`config.mk`:
```
export PLATFORM = sky130hd
export DESIGN_NAME = knight_rider_ctrl_flat
export DESIGN_NICKNAME = d
export VERILOG_FILES = /design/src/rtl/knight_rider_ctrl_if.sv /design/src/rtl/knight_rider_ctrl.sv /design/src/flat_wrapper.sv
export SDC_FILE = /design/constraint.sdc
export NUM_CORES = 1
export LEC_CHECK = 0
export CAP_MARGIN = 0
export CORE_MARGIN = 2
export CORE_UTILIZATION = 45
export CTS_CLUSTER_SIZE = 14
export DETAILED_ROUTE_END_ITERATION = 8
export PLACE_DENSITY = 0.6
export SYNTH_ARGS = -nofsm -noshare
export SYNTH_HDL_FRONTEND = slang
export SYNTH_SLANG_ARGS = --single-unit
```
`constraint.sdc`:
```
create_clock -name clk_i -period 7.4 [get_ports clk_i]
set_input_delay 2.22 -clock clk_i [delete_from_list [all_inputs] [get_ports clk_i]]
set_output_delay 2.22 -clock clk_i [all_outputs]
set_load 0.02 [all_outputs]
```
`src/rtl/knight_rider_ctrl_if.sv`:
```
// Control/status bundle between the knight-rider sequencer and its host.
interface knight_rider_ctrl_if;
    logic       run;       // 1 = free-run, 0 = stopped / single-step
    logic       step_n;    // active-low pushbutton, asynchronous to the clock
    logic [1:0] speed;     // step period = (8 >> speed) base strobes
    logic       cnt_tick;  // counter step clock, one cycle per move
    logic       up;        // counter direction, 1 = toward SHIFT[0]
    logic [3:0] pos;       // index of lit LED, 0..9
    logic [1:0] state;     // debug: 0 STOP, 1 RUN, 2 DWELL

    modport master (output run, step_n, speed, input cnt_tick, up, pos, state);
    modport slave  (input run, step_n, speed, output cnt_tick, up, pos, state);
endinterface

```
`src/rtl/knight_rider_ctrl.sv`:
```
// Knight-rider sequencer: derives step strobes from the clock, runs the
// STOP/RUN/DWELL FSM and drives the shift counter's tick and direction
// through a two-cycle move pipeline so UP always settles before the tick.
module knight_rider_ctrl #(
    parameter int unsigned PRESCALE = 50000,
    parameter int unsigned PS_W     = 16,
    parameter int unsigned DWELL    = 2
) (
    input  logic               clk_i,
    input  logic               clear_ni,
    knight_rider_ctrl_if.slave bus
);

    typedef enum logic [1:0] {
        ST_STOP  = 2'd0,
        ST_RUN   = 2'd1,
        ST_DWELL = 2'd2
    } state_e;

    localparam logic [PS_W-1:0] PS_LAST = PS_W'(PRESCALE - 1);
    localparam logic [3:0]      DW_LAST = 4'((DWELL > 0) ? DWELL - 1 : 0);
    localparam logic [3:0]      POS_MAX = 4'd9;

    state_e          state_q, state_d;
    logic [3:0]      dw_q, dw_d;
    logic [PS_W-1:0] ps_q;
    logic [2:0]      div_q;
    logic [3:0]      per_q;
    logic [2:0]      sync_q;
    logic            mv_q, tick_q, up_q;
    logic [3:0]      pos_q;

    logic            base_stb, div_run, step_stb, step_req, busy;
    logic            dir_next, land_end, move;
    logic [3:0]      pos_land;

    assign base_stb = (ps_q == PS_LAST);
    // Divider only advances while staying out of STOP; leaving RUN/DWELL clears it
    assign div_run  = (state_q != ST_STOP) && bus.run;
    assign step_stb = div_run && base_stb && (div_q == 3'(per_q - 4'd1));
    assign step_req = sync_q[2] & ~sync_q[1];
    assign busy     = mv_q | tick_q;
    assign dir_next = (pos_q == POS_MAX) ? 1'b1 : (pos_q == 4'd0) ? 1'b0 : up_q;
    assign pos_land = dir_next ? pos_q - 4'd1 : pos_q + 4'd1;
    assign land_end = (pos_land == 4'd0) || (pos_land == POS_MAX);

    // Base strobe prescaler, free-running
    always_ff @(posedge clk_i or negedge clear_ni) begin
        if (!clear_ni) ps_q <= '0;
        else           ps_q <= base_stb ? '0 : ps_q + PS_W'(1);
    end

    // Step divider; SPEED is captured only when the divider (re)loads
    always_ff @(posedge clk_i or negedge clear_ni) begin
        if (!clear_ni) begin
            div_q <= '0;
            per_q <= 4'd8;
        end else if (!div_run) begin
            div_q <= '0;
            per_q <= 4'd8 >> bus.speed;
        end else if (base_stb) begin
            if (div_q == 3'(per_q - 4'd1)) begin
                div_q <= '0;
                per_q <= 4'd8 >> bus.speed;
            end else begin
                div_q <= div_q + 3'd1;
            end
        end
    end

    // STEP key synchroniser plus previous-sample register for falling-edge detect
    always_ff @(posedge clk_i or negedge clear_ni) begin
        if (!clear_ni) sync_q <= '0;
        else           sync_q <= {sync_q[1:0], bus.step_n};
    end

    // FSM state and dwell counter registers
    always_ff @(posedge clk_i or negedge clear_ni) begin
        if (!clear_ni) begin
            state_q <= ST_STOP;
            dw_q    <= '0;
        end else begin
            state_q <= state_d;
            dw_q    <= dw_d;
        end
    end

    // FSM next state, dwell counting and move issue
    always_comb begin
        state_d = state_q;
        dw_d    = dw_q;
        move    = 1'b0;
        case (state_q)
            ST_STOP: begin
                if (bus.run) begin
                    state_d = ST_RUN;
                end else if (step_req && !busy) begin
                    move = 1'b1;
                end
            end
            ST_RUN: begin
                if (!bus.run) begin
                    state_d = ST_STOP;
                end else if (step_stb) begin
                    move = 1'b1;
                    if ((DWELL > 0) && land_end) begin
                        state_d = ST_DWELL;
                        dw_d    = '0;
                    end
                end
            end
            ST_DWELL: begin
                if (!bus.run) begin
                    state_d = ST_STOP;
                    dw_d    = '0;
                end else if (step_stb) begin
                    if (dw_q == DW_LAST) state_d = ST_RUN;
                    else                 dw_d    = dw_q + 4'd1;
                end
            end
            default: state_d = ST_STOP;
        endcase
    end

    // Move pipeline: direction at issue, tick and position one cycle later
    always_ff @(posedge clk_i or negedge clear_ni) begin
        if (!clear_ni) begin
            mv_q   <= 1'b0;
            tick_q <= 1'b0;
            up_q   <= 1'b0;
            pos_q  <= '0;
        end else begin
            mv_q   <= move;
            tick_q <= mv_q;
            if (move) up_q  <= dir_next;
            if (mv_q) pos_q <= up_q ? pos_q - 4'd1 : pos_q + 4'd1;
        end
    end

    assign bus.cnt_tick = tick_q;
    assign bus.up       = up_q;
    assign bus.pos      = pos_q;
    assign bus.state    = state_q;

endmodule

```
`src/flat_wrapper.sv`:
```
// flat-port wrapper written by rule: the top's interface ports become plain ports
module knight_rider_ctrl_flat 
#(
    parameter int unsigned PRESCALE = 50000,
    parameter int unsigned PS_W     = 16,
    parameter int unsigned DWELL    = 2
)
  (clk_i, clear_ni, bus_run, bus_step_n, bus_speed, bus_cnt_tick, bus_up, bus_pos, bus_state);
  knight_rider_ctrl_if bus_i ();
  input  logic clk_i;
  input  logic clear_ni;
  input wire logic [$bits(bus_i.run)-1:0] bus_run;
  input wire logic [$bits(bus_i.step_n)-1:0] bus_step_n;
  input wire logic [$bits(bus_i.speed)-1:0] bus_speed;
  output wire logic [$bits(bus_i.cnt_tick)-1:0] bus_cnt_tick;
  output wire logic [$bits(bus_i.up)-1:0] bus_up;
  output wire logic [$bits(bus_i.pos)-1:0] bus_pos;
  output wire logic [$bits(bus_i.state)-1:0] bus_state;
  assign bus_i.run = bus_run;
  assign bus_i.step_n = bus_step_n;
  assign bus_i.speed = bus_speed;
  assign bus_cnt_tick = bus_i.cnt_tick;
  assign bus_up = bus_i.up;
  assign bus_pos = bus_i.pos;
  assign bus_state = bus_i.state;
  knight_rider_ctrl #(.PRESCALE(PRESCALE), .PS_W(PS_W), .DWELL(DWELL)) u_core (.clk_i(clk_i), .clear_ni(clear_ni), .bus(bus_i));
endmodule
```
---- Word-level counts from Yosys, hierarchy flattened ----
Index checks and enable logic that the tools add are counted.
storage, ports and cells
  output and inout port bits .............. 8
  ROM bits ................................ 0
  register bits ........................... 38
  memories ................................ 0
  memory bits (writable) .................. 0
  bits in latches ......................... 0
operators by class
  div/mod/pow operators ................... 0
  bitwise operators ....................... 3
  magnitude comparators ................... 0
  mux-type cells .......................... 31
  multipliers ............................. 0
  shift operators ......................... 1
  reductions and logical operators ........ 14
  equal/unequal tests ..................... 18
  add/sub/neg operators ................... 6
operator list
  kind                                                                      number
  4-bit two-way mux                                                         8
  3-bit two-way mux                                                         6
  16-bit by 1-bit adder with 16-bit output (second input constant)          1
  16-bit equality test (second input constant)                              1
  16-bit two-way mux                                                        1
  2-bit two-way mux                                                         7
  3-bit by 2-bit inequality test with 1-bit output (second input constant)  4
  4-bit by 1-bit adder with 4-bit output (second input constant)            2
  4-bit equality test (second input constant)                               2
  4-bit zero test                                                           2
  4-bit one-hot mux with 2 select lines                                     1
  1-bit two-way mux                                                         6
  2-bit by 1-bit inequality test with 1-bit output (second input constant)  3
  2-bit inequality test (second input constant)                             3
  2-bit one-hot mux with 3 select lines                                     1
  6-bit AND reduction                                                       1
  5-bit AND reduction                                                       1
  4-bit by 1-bit equality test with 1-bit output (second input constant)    1
  1-bit logical AND                                                         4
  2-bit nonzero test                                                        2
  4-bit by 2-bit right shift with 3-bit output (first input constant)       1
  4-bit by 1-bit subtractor with 4-bit output (second input constant)       1
  3-bit by 1-bit adder with 3-bit output (second input constant)            1
  3-bit equality test                                                       1
  other kinds (12)                                                          12

---- Longest topological paths before layout ----
Gate-level depths: netlist (run 1).
  depth in word-level cells ............... 10
  depth in mapped cells ................... 9
  depth with buffers taken out ............ 8

---- Worst setup path after synthesis (run 1) ----
OpenSTA, ideal clock, no wires.
  path type ............................... in2reg
  from .................................... in bus_run
  to ...................................... reg u_core.up_q, in the netlist u_core.bus.up
  stages .................................. 5
  data required time ...................... 7.321 ns
  arrival ................................. 3.266 ns
  path slack .............................. 4.055 ns
  cell sequence ........................... nand2b_1 or3_1 clkbuf_1 o22ai_1 mux2i_1
between the ends
  cells in the longest elaborated chain, start to end .. 6
  elaborated cells between the ends (all ways) .. 7
  classes of those cells .................. 4 x mux; 3 x reduce/logical
RTL lines
  what                                       line                      RTL
  start: declaration                         flat_wrapper.sv:12        input wire logic [$bits(bus_i.run)-1:0] bus_run;
  1-bit logical AND                          knight_rider_ctrl.sv:39   assign div_run = (state_q != ST_STOP) && bus.run;
  1-bit logical AND (2 in a row)             knight_rider_ctrl.sv:40   assign step_stb = div_run && base_stb && (div_q == 3'(per_q - 4'd1));
  1-bit two-way mux                          knight_rider_ctrl.sv:104  end else if (step_stb) begin
  1-bit two-way mux                          knight_rider_ctrl.sv:102  if (!bus.run) begin
  1-bit one-hot mux with 2 select lines (*)  knight_rider_ctrl.sv:93   case (state_q)
  via u_core.move                            knight_rider_ctrl.sv:34   logic dir_next, land_end, move;
  end signal: assignment                     knight_rider_ctrl.sv:135  if (move) up_q <= dir_next;
  end: declaration                           knight_rider_ctrl.sv:30   logic mv_q, tick_q, up_q;
The timed path passes the listed nets; every way through them passes the cells marked *.
A chain may end at the register's enable or synchronous reset.

---- Worst setup path after layout (run 1) ----
  from .................................... in bus_run
  to ...................................... reg u_core.dw_q[1]
between the ends
  cells in the longest elaborated chain, start to end .. 5
  elaborated cells between the ends (all ways) .. 10
  classes of those cells .................. 4 x eq/ne; 2 x mux; 4 x reduce/logical
RTL lines
  what                                                                                                                                   line                     RTL
  1-bit logical AND                                                                                                                      knight_rider_ctrl.sv:39
  1-bit logical AND (2 in a row)                                                                                                         knight_rider_ctrl.sv:40
  3-bit by 2-bit inequality test with 1-bit output (no line) / 2-bit by 1-bit inequality test with 1-bit output (equally long branches)  n/a
  6-bit AND reduction (no line)                                                                                                          n/a
  end signal: assignment                                                                                                                 knight_rider_ctrl.sv:84  dw_q <= dw_d;
  end: declaration                                                                                                                       knight_rider_ctrl.sv:25  logic [3:0] dw_q, dw_d;
Parallel ways exist; a longest one is shown, timed or not.

==> results of run 1 <==
[cells in the final DEF, fill, tap and decap left out, types with 3 or more instances in the layout]
| cell | instances |
|---|---|
| dfrtp_1 | 38 |
| nand2_1 | 24 |
| nor2_1 | 20 |
| nand3_1 | 18 |
| inv_1 | 13 |
| xor2_1 | 13 |
| ha_1 | 12 |
| clkdlybuf4s50_1 | 12 |
| a21oi_1 | 11 |
| o21ai_0 | 10 |
| xnor2_1 | 8 |
| nor3_1 | 7 |
| clkbuf_8 | 5 |
| and3_1 | 4 |
| nand4_1 | 4 |
| and2_1 | 3 |
| or3_1 | 3 |
| nand3b_1 | 3 |
| nor2b_1 | 3 |
| o31ai_1 | 3 |
| a31oi_1 | 3 |
| mux2i_1 | 3 |
[state kept, by name, indices dropped and copies added (netlist names)]
name / flops
u_core.bus.state: 2
u_core.ps_q: 16
u_core.per_q: 3
u_core.div_q: 3
u_core.bus.up: 1
u_core.dw_q: 4
u_core.bus.pos: 4
u_core.sync_q: 3
u_core.bus.cnt_tick: 1
u_core.mv_q: 1
[per-layer routing]
metal  global-route usage, %  vias to the layer above
li1                        -                      901
met1                    22.7                      863
met2                    28.9                       38
met3                    4.02                        6
met4                    6.15                        0
met5                       0                        -
[layout make-up]
type                            instances  share of cell area (%)
Clock inverter                          3                    2.65
Tap cell                               67                    3.23
Multi-Input combinational cell        187                    48.2
Clock buffer                            5                    2.65
Sequential cell                        38                    36.6
Timing Repair Buffer                   13                    4.82
Inverter                               13                    1.88
[logic make-up after synthesis]
family / count (synthesis) / synth area share [%]
buf+inv: 19 / 3.14
xor+xnor: 22 / 9.08
fa+ha+maj: 12 / 6.60
compound gates: 44 / 12.7
simple gates: 105 / 24.9
flops: 38 / 41.8
mux: 4 / 1.82
[worst paths after layout]
check | startpoint | to | slack [ns] | cells past startpoint
max in group asynchronous | clear_ni | u_core.ps_q[1] | 4.84 | 1
min in group asynchronous | clear_ni | u_core.ps_q[11] | 2.03 | 1
setup / recovery | bus_run | u_core.dw_q[1] | 3.53 | 5
hold / removal | u_core.sync_q[0] | u_core.sync_q[1] | 0.35 | 0
hold reg to reg | u_core.sync_q[0] | u_core.sync_q[1] | 0.35 | 0
setup reg to reg | u_core.bus.pos[0] | u_core.dw_q[1] | 4.66 | 7
[power groups by stage]
stage / logic (mW) / registers, mW / clock network, mW
floorplan: 0.201 / 0.270 / 0
global placement: 0.277 / 0.277 / 0
detailed placement: 0.276 / 0.277 / 0
CTS: 0.277 / 0.273 / 0.219
global route: 0.310 / 0.278 / 0.226
finish: 0.278 / 0.274 / 0.212
[through the flow]
| stage | util, % | hold WS, ns |
|---|---|---|
| after floorplan | - | 0.331 |
| after global placement | 51.4 | 0.335 |
| after detailed placement | 51.4 | 0.336 |
| after CTS | 54.3 | 0.352 |
| after global routing | 54.3 | 0.352 |
| final | 54.3 | 0.352 |
==> summary.txt, run 1 <==
Peak supply drop: 0.131 mV
Inst Count DP: 318
CP Data Required Time: 7.57 ns
Synth top cells by count: dfrtp_1 (38), nand2_1 (24), nor2_1 (20), nand3_1 (18)
Peak Freq: 0.259 GHz
Slew headroom: 43.8%
TritonCTS Buffers: 5
WL final: 4420 um
Clock-pin slew on the worst setup and hold paths: 0.08 ns
WL met2: 2140 um
Worst Max-Slew Pin Slew: 0.821 ns
Count leader, synth: dfrtp_1
Top cells by area, synth: dfrtp_1 (42%), ha_1 (6.6%), xor2_1 (5.0%)
Wire length per cell: 13.6 um
Routed wl met3: 130 um
Number of synthesized flops with an enable pin: 0
Register share of total power: 35.8%
Status: completed
Worst Path Buf+Inv: 1
Clock Power Share: 27.8%
Antenna violations before repair: 0
Max-cap violations: 0
Ports: 14
Synth unique cells: 50
Final non-filler cell total: 326
Worst Hold Class: reg2reg
Ys async rst share: 100%
Layout cells sized above 1: 7.34%
Sequential cell area fraction in the yosys report: 41.8%
Int Power: 0.483 mW
Switch Pwr: 0.281 mW
PortBufs: 13
Synthesized area: 2270 um^2
Worst Path Arrival: 4.04 ns
Dpl ws: 3.23 ns
#FFs+latches synth: 38
Worst-case clock buffer depth: 2
Hold-fix buffers at CTS: 0
CP max stage delay: 0.63 ns
Top routing layer in use: met4
Clock Skew: 0.00861 ns
Clock sink count: 38
Post-synth top flop: dfrtp_1
CP startpoint kind: input pin
Total Power: 0.764 mW
Via density: 5.55
Power Dens Cells: 294 nW/um^2
Setup crit end kind: flop
TritonCTS clock tree: done
Static Leak: 1.15 nW
All-Layer GR Usage: 17.6%
ANT nets after route: 0
Grt ovf: 0
Setup violations, final: 0
Final TNS setup: 0 ns
Setup Buffers After CTS: 0
Crit path max-delay cell type: clkdlybuf4s50_1
Post-CTS sizing: 0
Worst-path maximum fanout: 9
Layout net count: 276
Yosys top cell by area: dfrtp_1
HPWL after DPL: 3160 um
Syn Area/Cell: 9.32 um^2
Warnings, synthesis: 0
Syn nets: 262
Mapped Cells: 244
Largest net degree at the start of global routing: 39
Crit path time final: 3.87 ns
Die W: 75.1 um
Wl on met1: 2100 um
Post-route cell area: 2600 um^2
Final count of hold timing violations: 0
Tcrit/Tclk final: 52.3%
Seq. cell area: 951 um^2
Comb pwr share: 36.4%
Die height: 75.1 um
Ant diodes: 0
Clk_lat worst skew: 0.29 ns
Clock root cell: clkbuf_8
CP Class: in2reg
Num rows: 25
Via count: 1808
CORE AREA: 4790 um^2
Pins Over Slew Limit: 0
DR iter-0 viols: 108
Top cell type's share of synthesized area: 41.8%
Die ar.: 5640 um^2
Placer Congestion: 0.926
Setup ws final: 3.53 ns
Net Sw Frac: 36.8%
Fillers: 441
Syn-to-layout area delta: 14.3%
First-pass GRT wire length: 7550 um
Unrepaired setup endpoints after global routing: no
DR DRC count: 0
Post-DP Area: 2460 um^2
Initial Util: 47.5%
Delay-heaviest family, CP: simple AND/OR/NAND/NOR gates
Vias in the first global route: 1681
Drt first pass iters: 4
H-tree Lvls: 2
Multi-input gate area: 1250 um^2
Critical-path cell list: clkdlybuf4s50_1, nand2b_1, or3_1, o31ai_1, o41ai_1
Note: power is estimated with default switching activity, not from simulation.
==> run 2: changes to the inputs <==
--- a/config.mk
+++ b/config.mk
@@ -10,7 +10,7 @@
 export CORE_UTILIZATION = 45
 export CTS_CLUSTER_SIZE = 14
 export DETAILED_ROUTE_END_ITERATION = 8
-export PLACE_DENSITY = 0.6
+export PLACE_DENSITY = 0.63
 export SYNTH_ARGS = -nofsm -noshare
 export SYNTH_HDL_FRONTEND = slang
 export SYNTH_SLANG_ARGS = --single-unit
==> constraint.sdc (replaced) <==
create_clock -name clk_i -period 3.4 [get_ports clk_i]
set_input_delay 1.02 -clock clk_i [delete_from_list [all_inputs] [get_ports clk_i]]
set_output_delay 1.02 -clock clk_i [all_outputs]
set_load 0.02 [all_outputs]
==> run 2 against run 1 <==
  * Register-to-register slack worse by 3.9 ns
  * Flip-flop and latch count unchanged
  * Via count grew 0.22%
  * Clock skew is 0.00070 ns higher
  * First-iteration DRC count decreased by 6.5%
  * Clock power is 49% higher
  * Sequential share of layout area grew 0.61 points
  * Core utilization shrank 0.89 points
  * Critical path type unchanged
  * Critical endpoint is now u_core.bus.up
  * Largest cell class unchanged
  * Largest power group unchanged
  * Highest routed layer unchanged
==> summary.txt, run 2 (synthesis gave the netlist of run 1 again) <==
Unrepaired setup endpoints after global routing: no
Drt first pass iters: 4
Die W: 75.1 um
Worst-case clock buffer depth: 2
TritonCTS Buffers: 5
DR iter-0 viols: 101
Grt ovf: 0
DR DRC count: 0
Setup ws final: 0.734 ns
Crit path time final: 2.67 ns
Register share of total power: 39.3%
Syn-to-layout area delta: 12.4%
Die height: 75.1 um
Worst Path Arrival: 2.88 ns
CP startpoint kind: input pin
Int Power: 0.921 mW
Top reg by flops: u_core.ps_q
Vias in the first global route: 1738
Switch Pwr: 0.591 mW
Worst Max-Slew Pin Slew: 0.831 ns
Max FFs per register: 16
Most common cell after layout, fill and taps aside: dfrtp_1
Slew headroom: 44.6%
HPWL after DPL: 3190 um
WL final: 4370 um
Final TNS setup: 0 ns
Status: completed
Setup crit end kind: flop
H-tree Lvls: 2
Clock Power Share: 20.9%
Clock Skew: 0.00931 ns
Setup violations, final: 0
Tcrit/Tclk final: 78.4%
Ant diodes: 0
All-Layer GR Usage: 17.9%
Num rows: 25
Initial Util: 47.5%
ANT nets after route: 0
Hold-fix buffers at CTS: 0
Worst-path maximum fanout: 9
Via count: 1812
CP Class: in2reg
Dpl ws: 0.460 ns
Comb pwr share: 39.7%
Commonest non-fill, non-tap cells in the layout: dfrtp_1 (38), nand2_1 (24), nor2_1 (20)
Clock root cell: clkbuf_8
Wire length per cell: 13.4 um
Via density: 5.56
Pins Over Slew Limit: 0
Antenna violations before repair: 0
Layout net count: 276
Max-cap violations: 0
Clk_lat worst skew: 0.29 ns
Clock sink count: 38
Fillers: 461
Layout cells sized above 1: 7.34%
Power Dens Cells: 591 nW/um^2
CORE AREA: 4790 um^2
Placer Congestion: 0.897
Setup Buffers After CTS: 0
TritonCTS clock tree: done
Worst Hold Class: reg2reg
Static Leak: 1.13 nW
Final count of hold timing violations: 0
PortBufs: 13
Ports: 14
Peak supply drop: 0.246 mV
CP Data Required Time: 3.61 ns
Net Sw Frac: 39.1%
Largest net degree at the start of global routing: 39
Post-CTS sizing: 0
Die ar.: 5640 um^2
Clock-pin slew on the worst setup and hold paths: 0.07 ns
First-pass GRT wire length: 7650 um
Peak Freq: 0.375 GHz
==> run 2: cell types whose count changed in the layout (fill, tap and decap cells not counted) <==
cell,previous run,this run
clkinv_4,1,0
clkinvlp_4,0,1
clkinv_2,0,1
clkbuf_8,5,6
bufinv_16,2,0
==> run 2: path summary, 6_finish.rpt <==
path	from	end	slack (ns)	cells after the start
min	u_core.sync_q[0]	u_core.sync_q[1]	0.35	0
min reg2reg	u_core.sync_q[0]	u_core.sync_q[1]	0.35	0
max	bus_run	u_core.bus.up	0.73	5
min in group asynchronous	clear_ni	u_core.dw_q[2]	0.83	1
max in group asynchronous	clear_ni	u_core.ps_q[7]	2.04	1
max reg2reg	u_core.bus.pos[0]	u_core.dw_q[1]	0.75	7
==> run 2: power by group through the flow <==
stage	clock network, mW	registers, mW	logic (mW)
floorplan	0	0.587	0.438
global placement	0	0.603	0.595
detailed placement	0	0.604	0.601
CTS	0.336	0.594	0.603
global route	0.358	0.608	0.670
finish	0.316	0.594	0.601
==> run 2: per-stage QoR <==
stage	area [um^2]	power (mW)	util, %	hold WS, ns	cells
global placement	2460	1.20	51.4	0.335	318
CTS	2550	1.53	53.4	0.359	326
floorplan	2270	1.03	-	0.331	244
detailed placement	2460	1.20	51.4	0.338	318
global route	2550	1.64	53.4	0.370	326
finish	2550	1.51	53.4	0.349	326
==> run 2: critical path: stages <==
cell and delay (ns):
clkdlybuf4s50_1 0.62, nand2b_1 0.22, or3_1 0.54, o22ai_1 0.27, mux2i_1 0.20
==> run 2: area by class of cell <==
| cell class | instances | area [um^2] | share of cell area, % |
|---|---|---|---|
| clock buffer | 6 | 82.6 | 3.23 |
| clock inverter | 2 | 12.5 | 0.490 |
| inverter | 13 | 48.8 | 1.91 |
| multi-input combinational | 187 | 1250 | 49.0 |
| sequential | 38 | 951 | 37.2 |
| tap | 67 | 83.8 | 3.28 |
| timing repair buffer | 13 | 125 | 4.90 |
==> run 2: per-layer routing <==
metal  track usage (%)  up-vias  routed length, um
met2              28.4       22               2090
met4              7.14        0                 58
met5                 0        -                  0
met3              4.15        4                110
met1              23.7      885               2110
li1                  -      901                  -
